## src/rtl/snake_body_engine.sv

```systemverilog
// Snake body engine: keeps the snake body in a circular buffer, advances it on step
// pulses, detects wall/self collision and issues erase-tail / draw-head pixel requests.
// Optional feature: define SNAKE_WRAP_EN for a toroidal playfield (walls never kill).
module snake_body_engine #(
  parameter int H_LOGIC_WIDTH  = 5,
  parameter int V_LOGIC_WIDTH  = 5,
  parameter int H_LOGIC_MAX    = 31,
  parameter int V_LOGIC_MAX    = 23,
  parameter int MAX_LEN        = 64,
  parameter int LEN_WIDTH      = 7,
  parameter int COLOR_ID_WIDTH = 8,
  parameter int START_X        = 16,
  parameter int START_Y        = 12,
  parameter logic [COLOR_ID_WIDTH-1:0] HEAD_COLOR = 8'hff,
  parameter logic [COLOR_ID_WIDTH-1:0] BG_COLOR   = 8'h00
) (
  input  logic                      clk,
  input  logic                      rst,
  input  logic                      step,
  input  logic [3:0]                way,
  input  logic                      grow,
  output logic [H_LOGIC_WIDTH-1:0]  px_x,
  output logic [V_LOGIC_WIDTH-1:0]  px_y,
  output logic [COLOR_ID_WIDTH-1:0] px_color,
  output logic                      px_vld,
  input  logic                      px_done,
  output logic [H_LOGIC_WIDTH-1:0]  head_x,
  output logic [V_LOGIC_WIDTH-1:0]  head_y,
  output logic [LEN_WIDTH-1:0]      length,
  output logic                      busy,
  output logic                      game_over
);

  localparam int PTR_W = (MAX_LEN > 1) ? $clog2(MAX_LEN) : 1;

  localparam logic [H_LOGIC_WIDTH-1:0] X_MAX   = H_LOGIC_WIDTH'(H_LOGIC_MAX);
  localparam logic [V_LOGIC_WIDTH-1:0] Y_MAX   = V_LOGIC_WIDTH'(V_LOGIC_MAX);
  localparam logic [H_LOGIC_WIDTH-1:0] X_START = H_LOGIC_WIDTH'(START_X);
  localparam logic [V_LOGIC_WIDTH-1:0] Y_START = V_LOGIC_WIDTH'(START_Y);
  localparam logic [LEN_WIDTH-1:0]     LEN_MAX = LEN_WIDTH'(MAX_LEN);
  localparam logic [LEN_WIDTH-1:0]     LEN_ONE = LEN_WIDTH'(1);
  localparam logic [PTR_W-1:0]         PTR_LAST = PTR_W'(MAX_LEN - 1);
  localparam logic [PTR_W:0]           PTR_MOD  = (PTR_W+1)'(MAX_LEN);

  typedef enum logic [2:0] {
    S_INIT,
    S_WAIT_INIT,
    S_IDLE,
    S_CALC,
    S_CHECK,
    S_ERASE,
    S_HEAD,
    S_DEAD
  } state_t;

  function automatic logic [PTR_W-1:0] ptr_inc(input logic [PTR_W-1:0] p);
    return (p == PTR_LAST) ? '0 : p + 1'b1;
  endfunction

  function automatic logic [PTR_W-1:0] ptr_dec(input logic [PTR_W-1:0] p);
    return (p == '0) ? PTR_LAST : p - 1'b1;
  endfunction

  state_t                      state_q, state_d;
  logic [PTR_W-1:0]            head_ptr_q, head_ptr_d;
  logic [LEN_WIDTH-1:0]        length_q, length_d;
  logic [3:0]                  dir_q, dir_d;
  logic                        grow_pend_q, grow_pend_d;
  logic                        game_over_q, game_over_d;
  logic                        px_vld_q, px_vld_d;
  logic [H_LOGIC_WIDTH-1:0]    px_x_q, px_x_d;
  logic [V_LOGIC_WIDTH-1:0]    px_y_q, px_y_d;
  logic [COLOR_ID_WIDTH-1:0]   px_color_q, px_color_d;
  logic [H_LOGIC_WIDTH-1:0]    head_x_q, head_x_d;
  logic [V_LOGIC_WIDTH-1:0]    head_y_q, head_y_d;
  logic [H_LOGIC_WIDTH-1:0]    next_x_q, next_x_d;
  logic [V_LOGIC_WIDTH-1:0]    next_y_q, next_y_d;
  logic                        eff_grow_q, eff_grow_d;
  logic [LEN_WIDTH-1:0]        chk_cnt_q, chk_cnt_d;
  logic [PTR_W-1:0]            chk_idx_q, chk_idx_d;

  logic [H_LOGIC_WIDTH-1:0]    body_x [MAX_LEN];
  logic [V_LOGIC_WIDTH-1:0]    body_y [MAX_LEN];
  logic                        buf_we;
  logic [PTR_W-1:0]            buf_widx;
  logic [H_LOGIC_WIDTH-1:0]    buf_wx;
  logic [V_LOGIC_WIDTH-1:0]    buf_wy;

  logic [PTR_W-1:0]            head_ptr_inc;
  logic [PTR_W:0]              tail_sum;
  logic [PTR_W-1:0]            tail_idx;
  logic                        way_ok;
  logic [3:0]                  dir_rev, dir_new;
  logic                        at_edge, cand_wall;
  logic [H_LOGIC_WIDTH-1:0]    cand_x;
  logic [V_LOGIC_WIDTH-1:0]    cand_y;
  logic                        eg;
  logic [LEN_WIDTH-1:0]        chk_n;
  logic                        hit;
  logic                        launch_erase, launch_head;

  assign head_ptr_inc = ptr_inc(head_ptr_q);

  // Tail sits length-1 entries behind the head; the +MAX_LEN bias keeps the sum non-negative.
  always_comb begin
    tail_sum = {1'b0, head_ptr_q} + PTR_MOD - (PTR_W+1)'(length_q) + (PTR_W+1)'(1);
    tail_idx = (tail_sum >= PTR_MOD) ? PTR_W'(tail_sum - PTR_MOD) : PTR_W'(tail_sum);
  end

  // Direction filter and candidate next head.
  always_comb begin
    way_ok  = (way == 4'b0001) || (way == 4'b0010) || (way == 4'b0100) || (way == 4'b1000);
    dir_rev = {dir_q[2], dir_q[3], dir_q[0], dir_q[1]};
    dir_new = dir_q;
    if (way_ok && !((length_q > LEN_ONE) && (way == dir_rev))) dir_new = way;

    cand_x  = head_x_q;
    cand_y  = head_y_q;
    at_edge = 1'b0;
    if (dir_new[0]) begin
      at_edge = (head_x_q == X_MAX);
      cand_x  = at_edge ? '0 : head_x_q + 1'b1;
    end else if (dir_new[1]) begin
      at_edge = (head_x_q == '0);
      cand_x  = at_edge ? X_MAX : head_x_q - 1'b1;
    end else if (dir_new[2]) begin
      at_edge = (head_y_q == Y_MAX);
      cand_y  = at_edge ? '0 : head_y_q + 1'b1;
    end else begin
      at_edge = (head_y_q == '0);
      cand_y  = at_edge ? Y_MAX : head_y_q - 1'b1;
    end
`ifdef SNAKE_WRAP_EN
    cand_wall = 1'b0;
`else
    cand_wall = at_edge;
`endif
  end

  // NOTE: every signal written in an always_comb is given a default first, so no path can infer a latch.
  always_comb begin
    state_d      = state_q;
    head_ptr_d   = head_ptr_q;
    length_d     = length_q;
    dir_d        = dir_q;
    grow_pend_d  = grow_pend_q;
    game_over_d  = game_over_q;
    px_vld_d     = 1'b0;
    px_x_d       = px_x_q;
    px_y_d       = px_y_q;
    px_color_d   = px_color_q;
    head_x_d     = head_x_q;
    head_y_d     = head_y_q;
    next_x_d     = next_x_q;
    next_y_d     = next_y_q;
    eff_grow_d   = eff_grow_q;
    chk_cnt_d    = chk_cnt_q;
    chk_idx_d    = chk_idx_q;
    buf_we       = 1'b0;
    buf_widx     = head_ptr_inc;
    buf_wx       = next_x_q;
    buf_wy       = next_y_q;
    launch_erase = 1'b0;
    launch_head  = 1'b0;

    eg    = grow_pend_q && (length_q < LEN_MAX);
    chk_n = eg ? length_q : length_q - LEN_ONE;
    hit   = (body_x[chk_idx_q] == next_x_q) && (body_y[chk_idx_q] == next_y_q);

    case (state_q)
      S_INIT: begin
        buf_we     = 1'b1;
        buf_widx   = '0;
        buf_wx     = X_START;
        buf_wy     = Y_START;
        px_vld_d   = 1'b1;
        px_x_d     = X_START;
        px_y_d     = Y_START;
        px_color_d = HEAD_COLOR;
        state_d    = S_WAIT_INIT;
      end
      S_WAIT_INIT: if (px_done) state_d = S_IDLE;
      S_IDLE:      if (step) state_d = S_CALC;
      S_CALC: begin
        dir_d      = dir_new;
        next_x_d   = cand_x;
        next_y_d   = cand_y;
        eff_grow_d = eg;
        chk_cnt_d  = chk_n;
        chk_idx_d  = head_ptr_q;
        if (grow_pend_q && !eg) grow_pend_d = 1'b0;
        if (cand_wall)           state_d = S_DEAD;
        else if (chk_n == '0)    launch_erase = 1'b1;
        else                     state_d = S_CHECK;
      end
      S_CHECK: begin
        chk_cnt_d = chk_cnt_q - LEN_ONE;
        chk_idx_d = ptr_dec(chk_idx_q);
        if (hit) begin
          state_d = S_DEAD;
        end else if (chk_cnt_q == LEN_ONE) begin
          if (eff_grow_q) launch_head  = 1'b1;
          else            launch_erase = 1'b1;
        end
      end
      S_ERASE: if (px_done) launch_head = 1'b1;
      S_HEAD:  if (px_done) state_d = S_IDLE;
      S_DEAD:  ;
      default: state_d = S_INIT;
    endcase

    if (launch_erase) begin
      px_vld_d   = 1'b1;
      px_x_d     = body_x[tail_idx];
      px_y_d     = body_y[tail_idx];
      px_color_d = BG_COLOR;
      state_d    = S_ERASE;
    end

    // Head commit: buffer write, pointer, head and length all move on the same edge.
    if (launch_head) begin
      buf_we      = 1'b1;
      head_ptr_d  = head_ptr_inc;
      head_x_d    = next_x_q;
      head_y_d    = next_y_q;
      length_d    = length_q + (eff_grow_q ? LEN_ONE : '0);
      grow_pend_d = 1'b0;
      px_vld_d    = 1'b1;
      px_x_d      = next_x_q;
      px_y_d      = next_y_q;
      px_color_d  = HEAD_COLOR;
      state_d     = S_HEAD;
    end

    if (grow && (state_q != S_DEAD)) grow_pend_d = 1'b1;
    if (state_d == S_DEAD) game_over_d = 1'b1;
  end

  // NOTE: the body buffer is not reset; INIT writes entry 0 before anything reads it.
  always_ff @(posedge clk) begin
    if (buf_we) begin
      body_x[buf_widx] <= buf_wx;
      body_y[buf_widx] <= buf_wy;
    end
  end

  // NOTE: sequential state uses non-blocking assignments so all flops sample pre-edge values.
  always_ff @(posedge clk or posedge rst) begin
    if (rst) begin
      state_q     <= S_INIT;
      head_ptr_q  <= '0;
      length_q    <= LEN_ONE;
      dir_q       <= 4'b0001;
      grow_pend_q <= 1'b0;
      game_over_q <= 1'b0;
      px_vld_q    <= 1'b0;
      px_x_q      <= '0;
      px_y_q      <= '0;
      px_color_q  <= '0;
      head_x_q    <= X_START;
      head_y_q    <= Y_START;
      next_x_q    <= '0;
      next_y_q    <= '0;
      eff_grow_q  <= 1'b0;
      chk_cnt_q   <= '0;
      chk_idx_q   <= '0;
    end else begin
      state_q     <= state_d;
      head_ptr_q  <= head_ptr_d;
      length_q    <= length_d;
      dir_q       <= dir_d;
      grow_pend_q <= grow_pend_d;
      game_over_q <= game_over_d;
      px_vld_q    <= px_vld_d;
      px_x_q      <= px_x_d;
      px_y_q      <= px_y_d;
      px_color_q  <= px_color_d;
      head_x_q    <= head_x_d;
      head_y_q    <= head_y_d;
      next_x_q    <= next_x_d;
      next_y_q    <= next_y_d;
      eff_grow_q  <= eff_grow_d;
      chk_cnt_q   <= chk_cnt_d;
      chk_idx_q   <= chk_idx_d;
    end
  end

  assign px_x      = px_x_q;
  assign px_y      = px_y_q;
  assign px_color  = px_color_q;
  assign px_vld    = px_vld_q;
  assign head_x    = head_x_q;
  assign head_y    = head_y_q;
  assign length    = length_q;
  assign game_over = game_over_q;
  assign busy      = (state_q != S_IDLE) && (state_q != S_DEAD);

endmodule
```

## config.mk

```make
export PLATFORM = sky130hd
export DESIGN_NAME = snake_body_engine
export DESIGN_NICKNAME = d
export VERILOG_FILES = /design/src/rtl/snake_body_engine.sv
export SDC_FILE = /design/constraint.sdc
export NUM_CORES = 1
export LEC_CHECK = 0
export CAP_MARGIN = 20
export CORE_MARGIN = 5
export CORE_UTILIZATION = 39
export CTS_CLUSTER_SIZE = 25
export DETAILED_ROUTE_END_ITERATION = 10
export SYNTH_ARGS = -nofsm -noshare
export SYNTH_HDL_FRONTEND = slang
export SYNTH_SLANG_ARGS = --single-unit
```

## constraint.sdc

```tcl
create_clock -name clk -period 7.4 [get_ports clk]
set_clock_uncertainty 0.15 [all_clocks]
set_input_delay 1.11 -clock clk [delete_from_list [all_inputs] [get_ports clk]]
set_output_delay 1.11 -clock clk [all_outputs]
set_load 0.02 [all_outputs]
```

==> impl_metrics.env, run 1 <==
export IMPL_clock_sink_count=708
export IMPL_rsz0062_at_grt="false"
export IMPL_core_rowCount=110
export IMPL_m1WireLength_um=45200
export IMPL_route_detailed_drc=0
export IMPL_dpl_cell_count=3323
export IMPL_min_from="game_over"
export IMPL_finalWirelength_um=112000
export IMPL_ys_seq_elements=708
export IMPL_fin_cells=3473
export IMPL_layout_area_seq_mm2=0.0209
export IMPL_grt_use_total=0.232
export IMPL_critical_path_required_ns=7.64
export IMPL_route_top_layer_used="met5"
export IMPL_cap_violations=0
export IMPL_synthMostInstantiatedCell="sky130_fd_sc_hd__edfxtp_1"
export IMPL_powerDensity_mw_per_mm2=524
export IMPL_crit_start="chk_idx_q[0]"
export IMPL_max_slew_margin=0.284
export IMPL_ys_async_sr_fraction=0.0960
export IMPL_cells_taking_the_most_area_after_synthesis="sky130_fd_sc_hd__edfxtp_1 55%, sky130_fd_sc_hd__mux4_2 18%, sky130_fd_sc_hd__mux2i_1 5.3%"
export IMPL_htree_levels=3
export IMPL_number_of_nets_produced_by_synthesis=2189
export IMPL_fp_dieArea_mm2=0.0963
export IMPL_synth_top_cells_by_count="640 x sky130_fd_sc_hd__edfxtp_1, 274 x sky130_fd_sc_hd__mux4_2, 187 x sky130_fd_sc_hd__mux2i_1, 86 x sky130_fd_sc_hd__nand2_1, 78 x sky130_fd_sc_hd__clkbuf_1"
export IMPL_cp_end_kind="flop"
export IMPL_synthDominantAreaCellType="sky130_fd_sc_hd__edfxtp_1"
export IMPL_synth_edff_count=640
export IMPL_timing_final_hold_violations=0
export IMPL_critPathKind="reg2reg"
export IMPL_nets=2265
export IMPL_routabilityCongestion=0.968
export IMPL_tritoncts="yes"
export IMPL_cpLargestDelayFamily="simple AND/OR/NAND/NOR gates"
export IMPL_fin_setup_tns_ns=0
export IMPL_clock_fmax_mhz=158
export IMPL_status="finished, final reports clean"
export IMPL_cts_hold_buf=0
export IMPL_area_growth_syn_to_layout_pct=14.1
export IMPL_starting_utilization_of_the_core_area=0.392
export IMPL_timing_critical_path_fanout_max=49
export IMPL_multiInputGateArea_mm2=0.0136
export IMPL_clock_insertion_delay_worst_skew_ns=0.64
export IMPL_synth_ff_type="sky130_fd_sc_hd__edfxtp_1"
export IMPL_pin_count_of_the_biggest_net_entering_global_routing=79
export IMPL_synthesis_area_mm2=0.0352
export IMPL_ctsRootBufferMaster="sky130_fd_sc_hd__clkbuf_16"
export IMPL_met2_wirelength_um=50700
export IMPL_vias_cell=6.46
export IMPL_route_met3_wl_um=11600
export IMPL_fin_worst_hold_slack_ns=0.353
export IMPL_setup_violations=0
export IMPL_final_antenna_net_count=0
export IMPL_die_x_um=310
export IMPL_timing_final_max_slew_violations=0
export IMPL_io_pins=47
export IMPL_final_layout_size_suffix_gt1_frac=0.270
export IMPL_final_min_period_over_clock_period=0.857
export IMPL_final_fill_count=7793
export IMPL_grt_pass1_wl_um=162000
export IMPL_critical_path_top_cell_by_count="sky130_fd_sc_hd__buf_4"
export IMPL_post_cts_setup_buffers=0
export IMPL_drt_iter0_markers=3333
export IMPL_finalWorstPathRequiredPeriod_ns=6.34
export IMPL_worstSetupStartpointType="flop"
export IMPL_avgRoutedWirePerCell_um=32.3
export IMPL_yosys_area_top_type_share=0.546
export IMPL_core_mm2=0.0897
export IMPL_numCtsBuffers=76
export IMPL_vdd_drop_max_mv=0.579
export IMPL_clock_input_transition_at_the_sequential_cells_of_the_worst_setup_and_hold_paths_ns=0.06
export IMPL_detailroute_via_count=22400
export IMPL_max_clock_path_buffers=3
export IMPL_worstPathCellList="buf_12, or3b_2, o221ai_1, a21oi_1, a211oi_1, mux2_2, o32ai_2, nand3_1, o311ai_4, buf_4, and2_4, buf_4, nor3_1, buf_2"
export IMPL_worst_path_largest_cell_delay_ns=0.86
export IMPL_detailed_routing_iteration_count_for_the_pre_antenna_repair_pass=5
export IMPL_first_global_vias=22100
export IMPL_timing_critical_path_slowest_stage_cell="sky130_fd_sc_hd__dfrtp_4"
export IMPL_leakagePower_nw=13.1
export IMPL_numPortBuffers=46
export IMPL_syn_instance_count=2156
export IMPL_ys_warn_count=0
export IMPL_dp_hpwl_um=75300
export IMPL_hp_class="reg2reg"
export IMPL_critPathArrivalTime_ns=6.58
export IMPL_antenna_found_initial=6
export IMPL_synth_distinct_cells=84
export IMPL_regToRegStartpoint="chk_idx_q[0]"
export IMPL_die_height_um=310
export IMPL_timing_reg2reg_setup_slack_ns=1.06
export IMPL_synth_avg_cell_area_um2=16.3
export IMPL_timing_critical_path_buf_inv=4
export IMPL_yosysSeqAreaShare=0.595
export IMPL_grt_overflow=0
export IMPL_quantity_of_gates_resized_following_cts=0
export IMPL_actual_slew_at_the_worst_max_slew_pin_ns=1.07
-- through the flow --
stage	setup slack, ns	instance area, µm²	power, mW	utilization
floorplan	2.68	35200	12.8	-
global placement	0.929	37400	16.9	0.417
detailed placement	1.13	37500	17.0	0.418
CTS	1.13	40100	20.9	0.446
global route	0.857	40100	21.7	0.447
finish	1.06	40100	21.0	0.447
-- final cells by class --
type                            count  area share
Sequential cell                   708       0.522
Multi-Input combinational cell   1243       0.338
Clock buffer                       86      0.0489
Tap cell                         1176      0.0367
Timing Repair Buffer              163      0.0356
Clock inverter                     56      0.0147
Inverter                           40     0.00374
Antenna cell                        1   0.0000624
-- worst paths after layout --
| kind | depth (start not counted) | to |
|---|---|---|
| worst max-delay path | 14 | body_x[15][1] |
| worst min-delay path | 1 | game_over |
| worst max register to register | 14 | body_x[15][1] |
| worst min register to register | 1 | game_over |
| max in group asynchronous | 3 | chk_idx_q[1] |
| min in group asynchronous | 3 | game_over |
-- placed cells by master (no fill, tap or decap), drive strengths merged, types with 22 or more instances in the layout --
cell type	Yosys	final
o22ai	22	22
xnor2	23	23
mux2i	187	187
nand2	86	86
clkdlybuf4s50	0	46
a21oi	73	73
ha	23	23
nor2	60	60
nand3	36	36
inv	40	45
mux2	29	29
a22oi	53	53
nor4	40	40
edfxtp	640	640
o21ai	49	49
dfrtp	63	63
nor3	47	47
clkinv	0	36
clkbuf	78	86
mux4	274	274
buf	87	117
-- worst register-to-register path: stages (launching register included) --
cell and delay [ns]:
sky130_fd_sc_hd__dfrtp_4 0.86, sky130_fd_sc_hd__buf_12 0.44, sky130_fd_sc_hd__or3b_2 0.68, sky130_fd_sc_hd__o221ai_1 0.37, sky130_fd_sc_hd__a21oi_1 0.14, sky130_fd_sc_hd__a211oi_1 0.59, sky130_fd_sc_hd__mux2_2 0.44, sky130_fd_sc_hd__o32ai_2 0.13
sky130_fd_sc_hd__nand3_1 0.20, sky130_fd_sc_hd__o311ai_4 0.28, sky130_fd_sc_hd__buf_4 0.33, sky130_fd_sc_hd__and2_4 0.72, sky130_fd_sc_hd__buf_4 0.39, sky130_fd_sc_hd__nor3_1 0.15, sky130_fd_sc_hd__buf_2 0.24
-- logic make-up (layout without fill, tap and decap cells) --
logic type,Yosys count,in the layout,share of synthesized area
AO/OA/AOI/OAI,345,345,0.0686
multiplexers,490,490,0.238
other,0,1,0
buffers and inverters,205,345,0.0303
adder cells (fa/ha/maj),24,24,0.00875
XOR/XNOR,35,35,0.00872
AND/OR/NAND/NOR,349,349,0.0504
flip-flops,708,708,0.595
-- report_power, final --
part,switching [mW],internal [mW]
Clock,1.66,2.25
Sequential,0.486,5.12
Combinational,6.78,4.73
-- sequential cells by signal (all words and copies together), names as in the netlist, 5 cells and up --
name,cells
chk_idx_q,6
px_x,5
next_y_q,5
length,7
body_y,320
head_x,5
head_ptr_q,6
px_y,5
body_x,320
chk_cnt_q,7
head_y,5
next_x_q,5
-- metal layers --
layer,track usage,vias up
met4,0.0852,2
li1,-,9099
met1,0.329,11700
met3,0.0532,257
met2,0.353,1407
met5,0,-
Note: power is estimated with default switching activity, not from simulation.
==> inputs of run 2 (changes only) <==
Settings changed: GPL_ROUTABILITY_DRIVEN set to 0.
==> results of run 2 <==
The final DEF is identical to that of run 1; final timing and power are the same.
